`src/rtl/arm_defs_pkg.sv`:
```
// ARM-subset encodings shared by the decode stage: instruction modes, opcodes, ALU commands,
// condition codes, NZCV bit positions and the condition-check helper.
package arm_defs_pkg;

    typedef enum logic [1:0] {
        MODE_DP  = 2'b00,
        MODE_MEM = 2'b01,
        MODE_BR  = 2'b10,
        MODE_NOP = 2'b11
    } modeT;

    typedef enum logic [3:0] {
        OP_AND = 4'b0000, OP_EOR = 4'b0001, OP_SUB = 4'b0010, OP_ADD = 4'b0100,
        OP_ADC = 4'b0101, OP_SBC = 4'b0110, OP_TST = 4'b1000, OP_CMP = 4'b1010,
        OP_ORR = 4'b1100, OP_MOV = 4'b1101, OP_MVN = 4'b1111
    } opcodeT;

    localparam logic [3:0] OP_LDST = 4'b0100;
    localparam logic [3:0] REG_PC  = 4'd15;

    typedef enum logic [3:0] {
        CMD_NONE = 4'b0000, CMD_MOV = 4'b0001, CMD_ADD = 4'b0010, CMD_ADC = 4'b0011,
        CMD_SUB  = 4'b0100, CMD_SBC = 4'b0101, CMD_AND = 4'b0110, CMD_ORR = 4'b0111,
        CMD_EOR  = 4'b1000, CMD_MVN = 4'b1001
    } exeCmdT;

    typedef enum logic [3:0] {
        COND_EQ = 4'b0000, COND_NE = 4'b0001, COND_CS = 4'b0010, COND_CC = 4'b0011,
        COND_MI = 4'b0100, COND_PL = 4'b0101, COND_VS = 4'b0110, COND_VC = 4'b0111,
        COND_HI = 4'b1000, COND_LS = 4'b1001, COND_GE = 4'b1010, COND_LT = 4'b1011,
        COND_GT = 4'b1100, COND_LE = 4'b1101, COND_AL = 4'b1110, COND_NV = 4'b1111
    } condT;

    localparam int STATUS_N = 3;
    localparam int STATUS_Z = 2;
    localparam int STATUS_C = 1;
    localparam int STATUS_V = 0;

    function automatic logic condPass(input logic [3:0] cond, input logic [3:0] nzcv);
        logic n, z, c, v;
        n = nzcv[STATUS_N];
        z = nzcv[STATUS_Z];
        c = nzcv[STATUS_C];
        v = nzcv[STATUS_V];
        case (cond)
            COND_EQ: condPass = z;
            COND_NE: condPass = ~z;
            COND_CS: condPass = c;
            COND_CC: condPass = ~c;
            COND_MI: condPass = n;
            COND_PL: condPass = ~n;
            COND_VS: condPass = v;
            COND_VC: condPass = ~v;
            COND_HI: condPass = c & ~z;
            COND_LS: condPass = ~c | z;
            COND_GE: condPass = (n == v);
            COND_LT: condPass = (n != v);
            COND_GT: condPass = ~z & (n == v);
            COND_LE: condPass = z | (n != v);
            COND_AL: condPass = 1'b1;
            default: condPass = 1'b0;
        endcase
    endfunction

endpackage

```
`src/rtl/register_file.sv`:
```
// R0..R14 register file: two combinational read ports (index 15 returns the pc), one write port
// with write-through; latency 0 on reads, write lands on the clock edge; no backpressure.
module register_file
    import arm_defs_pkg::*;
#(
    parameter int WIDTH    = 32,
    parameter int NUM_REGS = 15
) (
    input  logic             clk,
    input  logic             rst,
    input  logic [WIDTH-1:0] pcVal,
    input  logic [3:0]       rdAddr1,
    input  logic [3:0]       rdAddr2,
    output logic [WIDTH-1:0] rdData1,
    output logic [WIDTH-1:0] rdData2,
    input  logic             wrEn,
    input  logic [3:0]       wrAddr,
    input  logic [WIDTH-1:0] wrData
);

    logic [WIDTH-1:0] regs [NUM_REGS];
    logic             wrLive;

    assign wrLive = wrEn && (wrAddr != REG_PC);

    always_ff @(posedge clk or posedge rst) begin
        if (rst) begin
            for (int i = 0; i < NUM_REGS; i++) regs[i] <= WIDTH'(i);
        end else if (wrLive) begin
            regs[wrAddr] <= wrData;
        end
    end

    // Pc selection comes first so a (discarded) write to R15 never forwards.
    always_comb begin
        if (rdAddr1 == REG_PC)                     rdData1 = pcVal;
        else if (wrLive && (rdAddr1 == wrAddr))    rdData1 = wrData;
        else                                       rdData1 = regs[rdAddr1];

        if (rdAddr2 == REG_PC)                     rdData2 = pcVal;
        else if (wrLive && (rdAddr2 == wrAddr))    rdData2 = wrData;
        else                                       rdData2 = regs[rdAddr2];
    end

endmodule

```
`src/rtl/stage_id.sv`:
```
// Decode stage: decode, regfile read, condition check and RAW hazard detect into an ID/EXE register.
// Latency 1 cycle; hazard (combinational) stalls IF; freeze holds, flush/hazard insert a bubble.
module stage_id
    import arm_defs_pkg::*;
#(
    parameter int WIDTH    = 32,
    parameter int NUM_REGS = 15
) (
    input  logic             clk,
    input  logic             rst,
    input  logic [WIDTH-1:0] pc_in,
    input  logic [31:0]      instruction,
    input  logic             flush,
    input  logic             freeze,
    input  logic [3:0]       status,
    input  logic             wb_en,
    input  logic [3:0]       wb_dest,
    input  logic [WIDTH-1:0] wb_value,
    input  logic             exe_wb_en,
    input  logic [3:0]       exe_dest,
    input  logic             mem_wb_en,
    input  logic [3:0]       mem_dest,
    output logic             hazard,
    output logic [WIDTH-1:0] pc_out,
    output logic [WIDTH-1:0] val_rn,
    output logic [WIDTH-1:0] val_rm,
    output logic [3:0]       exe_cmd,
    output logic             wb_en_out,
    output logic             mem_r_en,
    output logic             mem_w_en,
    output logic             b,
    output logic             s,
    output logic             imm,
    output logic [11:0]      shift_operand,
    output logic [23:0]      signed_imm_24,
    output logic [3:0]       dest
);

    typedef struct packed {
        logic [WIDTH-1:0] pc;
        logic [WIDTH-1:0] valRn;
        logic [WIDTH-1:0] valRm;
        logic [3:0]       cmd;
        logic             wbEn;
        logic             memR;
        logic             memW;
        logic             br;
        logic             sFlag;
        logic             immFlag;
        logic [11:0]      shiftOp;
        logic [23:0]      simm;
        logic [3:0]       dest;
    } idExeT;

    logic [3:0] cond, opcode, rn, rd, rm, src2Addr, cmd;
    logic [1:0] mode;
    logic       iBit, sBit, condOk, dpValid;
    logic       wbEn, memR, memW, isBranch, sFlag, immFlag, useSrc1, useSrc2, isStr;
    logic       src1Hit, src2Hit;
    logic [WIDTH-1:0] rnVal, rmVal;
    idExeT      idExeD, idExeQ;

    assign cond   = instruction[31:28];
    assign mode   = instruction[27:26];
    assign iBit   = instruction[25];
    assign opcode = instruction[24:21];
    assign sBit   = instruction[20];
    assign rn     = instruction[19:16];
    assign rd     = instruction[15:12];
    assign rm     = instruction[3:0];

    always_comb begin
        cmd      = CMD_NONE;
        wbEn     = 1'b0;
        memR     = 1'b0;
        memW     = 1'b0;
        isBranch = 1'b0;
        sFlag    = 1'b0;
        immFlag  = 1'b0;
        useSrc1  = 1'b0;
        useSrc2  = 1'b0;
        isStr    = 1'b0;
        dpValid  = 1'b1;
        case (mode)
            MODE_DP: begin
                useSrc1 = 1'b1;
                useSrc2 = ~iBit;
                case (opcode)
                    OP_MOV: begin cmd = CMD_MOV; wbEn = 1'b1; useSrc1 = 1'b0; end
                    OP_MVN: begin cmd = CMD_MVN; wbEn = 1'b1; useSrc1 = 1'b0; end
                    OP_ADD: begin cmd = CMD_ADD; wbEn = 1'b1; end
                    OP_ADC: begin cmd = CMD_ADC; wbEn = 1'b1; end
                    OP_SUB: begin cmd = CMD_SUB; wbEn = 1'b1; end
                    OP_SBC: begin cmd = CMD_SBC; wbEn = 1'b1; end
                    OP_AND: begin cmd = CMD_AND; wbEn = 1'b1; end
                    OP_ORR: begin cmd = CMD_ORR; wbEn = 1'b1; end
                    OP_EOR: begin cmd = CMD_EOR; wbEn = 1'b1; end
                    OP_CMP: cmd = CMD_SUB;
                    OP_TST: cmd = CMD_AND;
                    default: dpValid = 1'b0;
                endcase
                sFlag   = dpValid & sBit;
                immFlag = dpValid & iBit;
            end
            MODE_MEM: begin
                // Operand usage follows the L bit alone so stores are interlocked
                // even when the opcode field is not the one that enables the access.
                useSrc1 = 1'b1;
                useSrc2 = ~sBit;
                isStr   = ~sBit;
                if (opcode == OP_LDST) begin
                    cmd     = CMD_ADD;
                    immFlag = iBit;
                    memR    = sBit;
                    wbEn    = sBit;
                    memW    = ~sBit;
                end
            end
            MODE_BR: isBranch = 1'b1;
            default: ;
        endcase
    end

    assign src2Addr = isStr ? rd : rm;

    register_file #(.WIDTH(WIDTH), .NUM_REGS(NUM_REGS)) u_regfile (
        .clk     (clk),
        .rst     (rst),
        .pcVal   (pc_in),
        .rdAddr1 (rn),
        .rdAddr2 (src2Addr),
        .rdData1 (rnVal),
        .rdData2 (rmVal),
        .wrEn    (wb_en),
        .wrAddr  (wb_dest),
        .wrData  (wb_value)
    );

    assign condOk  = condPass(cond, status);
    assign src1Hit = useSrc1 && ((exe_wb_en && (rn == exe_dest)) || (mem_wb_en && (rn == mem_dest)));
    assign src2Hit = useSrc2 && ((exe_wb_en && (src2Addr == exe_dest)) ||
                                 (mem_wb_en && (src2Addr == mem_dest)));
    assign hazard  = src1Hit | src2Hit;

    always_comb begin
        idExeD         = '0;
        idExeD.pc      = pc_in;
        idExeD.valRn   = rnVal;
        idExeD.valRm   = rmVal;
        idExeD.cmd     = cmd;
        idExeD.wbEn    = wbEn & condOk;
        idExeD.memR    = memR & condOk;
        idExeD.memW    = memW & condOk;
        idExeD.br      = isBranch & condOk;
        idExeD.sFlag   = sFlag & condOk;
        idExeD.immFlag = immFlag;
        idExeD.shiftOp = instruction[11:0];
        idExeD.simm    = instruction[23:0];
        idExeD.dest    = rd;
    end

    always_ff @(posedge clk or posedge rst) begin
        if (rst)         idExeQ <= '0;
        else if (flush)  idExeQ <= '0;
        else if (freeze) idExeQ <= idExeQ;
        else if (hazard) idExeQ <= '0;
        else             idExeQ <= idExeD;
    end

    assign pc_out        = idExeQ.pc;
    assign val_rn        = idExeQ.valRn;
    assign val_rm        = idExeQ.valRm;
    assign exe_cmd       = idExeQ.cmd;
    assign wb_en_out     = idExeQ.wbEn;
    assign mem_r_en      = idExeQ.memR;
    assign mem_w_en      = idExeQ.memW;
    assign b             = idExeQ.br;
    assign s             = idExeQ.sFlag;
    assign imm           = idExeQ.immFlag;
    assign shift_operand = idExeQ.shiftOp;
    assign signed_imm_24 = idExeQ.simm;
    assign dest          = idExeQ.dest;

endmodule

```
`config.mk`:
```
export PLATFORM = sky130hd
export DESIGN_NAME = stage_id
export DESIGN_NICKNAME = d
export VERILOG_FILES = /design/src/rtl/arm_defs_pkg.sv /design/src/rtl/register_file.sv /design/src/rtl/stage_id.sv
export SDC_FILE = /design/constraint.sdc
export NUM_CORES = 2
export LEC_CHECK = 0
export ABC_AREA = 0
export BUFFER_PORTS_ARGS = -buffer_cell sky130_fd_sc_hd__buf_2
export CORE_AREA = 2 2 288 290
export DETAILED_ROUTE_END_ITERATION = 12
export DIE_AREA = 0 0 290 292
export PLACE_DENSITY = 0.65
export SETUP_SLACK_MARGIN = 0.3
export SLEW_MARGIN = 30
export SYNTH_ARGS = -nofsm -noshare
export SYNTH_HDL_FRONTEND = slang
export SYNTH_SLANG_ARGS = --single-unit
```
`constraint.sdc`:
```
create_clock -name clk -period 38.1 [get_ports clk]
set_input_delay 0 -clock clk [delete_from_list [all_inputs] [get_ports clk]]
set_output_delay 0 -clock clk [all_outputs]
set_load 0.01 [all_outputs]
```
==> results.cfg <==
[run_status]
status = completed

[synthesis]
seq_area_frac_synth_pct = 47.4
syn_inst = 2764
avgSynthCellArea_um2 = 11.7
synth.net_count = 2883
async_flop_share_pct = 100
yosysTopAreaCellShare_pct = 45.1
synth_top_area_cell = dfrtp_1
synth_top_cells_by_area = dfrtp_1 45%, mux2_2 18%, mux4_2 7.5%, nand2_1 5.3%, mux2i_1 4.1%
yosys-mux-area-fraction_pct = 29.2
synth_edf_count = 0
synth-seq-cells = 610
synth-simple-area-share_pct = 7.93
synthAdderAreaFrac_pct = 0.0310
yosysWarnings = 0
syn-cell-area_um2 = 32300
synth-xor-area-share_pct = 0.705
synth_top_family_by_area = multiplexers
ys_types = 58
synth_compound_area_share_pct = 10.8
synthFlopType = dfrtp_1

[global_route]
grt_pass1_wl_mm = 163
met2_usage_pct = 37.5
first_global_vias = 25100
grt_max_degree = 155
antenna_found_initial = 10
grt_use_met3_pct = 6.19
top_usage_layer = met2
grt_usage_pct = 25.1
grtUsageMet1_pct = 35.6
grt_overflow = 0

[critical_path]
worst_setup_path_start_kind = primary input
crit_path_end_kind = flop
worstPathRequired_ps = 38620
cp_num_buf_inv = 5
worstPathArrival_ps = 5100
crit_path_frequent_cell = buf_4
path_cells = dlygate4sd3_1 -> buf_2 -> or3b_1 -> mux2_8 -> buf_4 -> buf_4 -> xnor2_1 -> nand3_1 -> nor3_4 -> buf_4 -> or4_1 -> a22oi_1
crit_type = in2reg
rr_startpoint = u_regfile.regs[157]
rr_worst_depth = 5
rrSetupSlack_ps = 35660
cpLargestDelayFamily = buffers and inverters
crit_fanout = 94
r2r-end = val_rn[29]
slowest_stage = mux2_8
slowest_delay_ps = 860

[sta]
clock.fmax_mhz = 218
setup_violations = 0
fin_worst_skew_ps = 23.9
fin_crit_ps = 4580
finalHoldViolCount = 0
rsz0062_at_grt = false
period_share_pct = 12.0
slew_viol_final = 0
slew_headroom_pct = 32.7
fin_setup_tns_ps = 0
tightest_slew_ps = 1010

[routing]
detail-route-antenna-nets = 0
drt_iter0_drc = 2885
vias_per_cell = 6.13
finalWirelength_mm = 108
first_pass_iters = 6
drcViolationCount = 0
via_count = 25200
drt-wirelength-per-cell_um = 26.2

[clock_network]
ctsResizeCount = 0
htreeDepth = 3
cts_hold_buf = 99
clock_path_buffers = 3
clockRootBuffer = clkbuf_16
clkTransAtPathRegs_ps = 60
cts_buffers = 71
cts_setup_buffers = 0
clock-sinks = 610
clk_latency_ps = 620
cts_tree = done

[final_layout]
areaGrowthSynthToFinish_pct = 17.0
nNetsFinal = 3091
final_common_cell = dfrtp_1
final_util_pct = 46.3
final_cell_mix = 582 x dfrtp_1, 503 x mux2_2, 456 x nand2_1, 262 x buf_2, 131 x mux2i_1
drive_above_1_share_pct = 36.7

[floorplan]
fp.dieW_um = 290
coreArea_um2 = 81600
dieHeight_um = 292
rows = 105
io_pins = 266
die_area_um2 = 84700
start_util_pct = 39.6

[pwr]
power_density_nw_per_um2 = 53.2
peakVddDrop_mv = 0.0345
p_leak_nw = 16.8

[placement]
gp_congestion = 0.820
io_buffers = 265
hpwl_mm = 60.9

[job]
drv_cap = 0

[worst_hold_path]
hold_class = in2async
-- sequential cells by signal (all words and copies together) (netlist names) --
name            flops
shift_operand      11
exe_cmd             4
mem_r_en            1
s                   1
mem_w_en            1
val_rm             32
pc_out             32
u_regfile.regs    480
b                   1
val_rn             32
signed_imm_24      13
wb_en_out           1
imm                 1
-- layout make-up --
cell class / instances / area, um2
fill: 7351 / 43800
multi-input combinational: 1867 / 15900
sequential: 610 / 15300
timing repair buffer: 413 / 2760
clock buffer: 95 / 2050
tap: 1070 / 1340
clock inverter: 35 / 363
inverter: 9 / 46.3
antenna: 6 / 15.0
-- worst reg2reg max path: stages, from the launching register on --
cell and delay [ps]:
dfrtp_1 400, mux4_2 490, mux4_2 490, nor2b_1 160, a221oi_1 560, o21ai_0 180
-- worst max path at each step --
stage	startpoint	cells after the start	endpoint
2_1_floorplan	rst	1	b
3_3_place_gp	instruction[26]	11	val_rm[6]
3_5_place_dp	instruction[26]	11	val_rm[31]
4_1_cts	instruction[27]	12	val_rm[31]
5_1_grt	instruction[27]	12	val_rm[25]
6_report	instruction[27]	12	val_rm[30]
-- report_power, final --
part / internal (mW) / switching (mW)
clock network: 0.421 / 0.290
registers: 0.783 / 0.0983
logic: 0.223 / 0.194
total: 1.43 / 0.582
-- per-stage QoR --
stage / cell area, um2 / total power, mW / hold slack (ps) / cells / worst slack, ps
5_1_grt: 37800 / 2.10 / 35.9 / 4102 / 33270
3_3_place_gp: 34300 / 1.28 / 227 / 3869 / 33510
2_1_floorplan: 32300 / 1.17 / 63.1 / 2764 / 21070
6_report: 37800 / 2.01 / 10.4 / 4105 / 33520
3_5_place_dp: 34400 / 1.29 / 224 / 3870 / 33450
4_1_cts: 37800 / 2.01 / 2.96 / 4099 / 33560
-- synth_stat cells (all sizes together) (2+ instances only) --
| cell type | instances |
|---|---|
| o21ai | 105 |
| nand2b | 9 |
| nand2 | 459 |
| nor3b | 3 |
| nor2b | 19 |
| xor2 | 4 |
| a22o | 54 |
| o22ai | 34 |
| nand3b | 3 |
| and3 | 3 |
| a22oi | 32 |
| o31ai | 2 |
| o221ai | 20 |
| or3b | 2 |
| nor3 | 6 |
| mux2 | 504 |
| or4 | 33 |
| nand4 | 2 |
| mux4 | 107 |
| nor2 | 43 |
| mux2i | 133 |
| dfstp | 28 |
| or3 | 3 |
| o32a | 2 |
| inv | 9 |
| nand3 | 12 |
| a32o | 33 |
| a21oi | 99 |
| buf | 111 |
| o21a | 2 |
| a211oi | 5 |
| a221oi | 67 |
| a2111oi | 31 |
| xnor2 | 22 |
| dfrtp | 582 |
| clkbuf | 167 |
-- metal layers --
metal	vias to the layer above	share of wire (%)	wire length (um)
li1	10600	-	-
met1	12900	43	46100
met2	1332	44	47500
met3	267	9.6	10300
met4	12	3.2	3460
met5	-	0.069	74
-- cells by family (layout without fill, tap and decap cells) --
kind of cell | count (synthesis) | in the layout
AND/OR/NAND/NOR | 601 | 601
flip-flops | 610 | 610
XOR/XNOR | 26 | 26
buffers and inverters | 287 | 552
adder cells (fa/ha/maj) | 1 | 1
other | 0 | 6
AO/OA/AOI/OAI | 495 | 495
multiplexers | 744 | 744
Note: power is estimated with default switching activity, not from simulation.
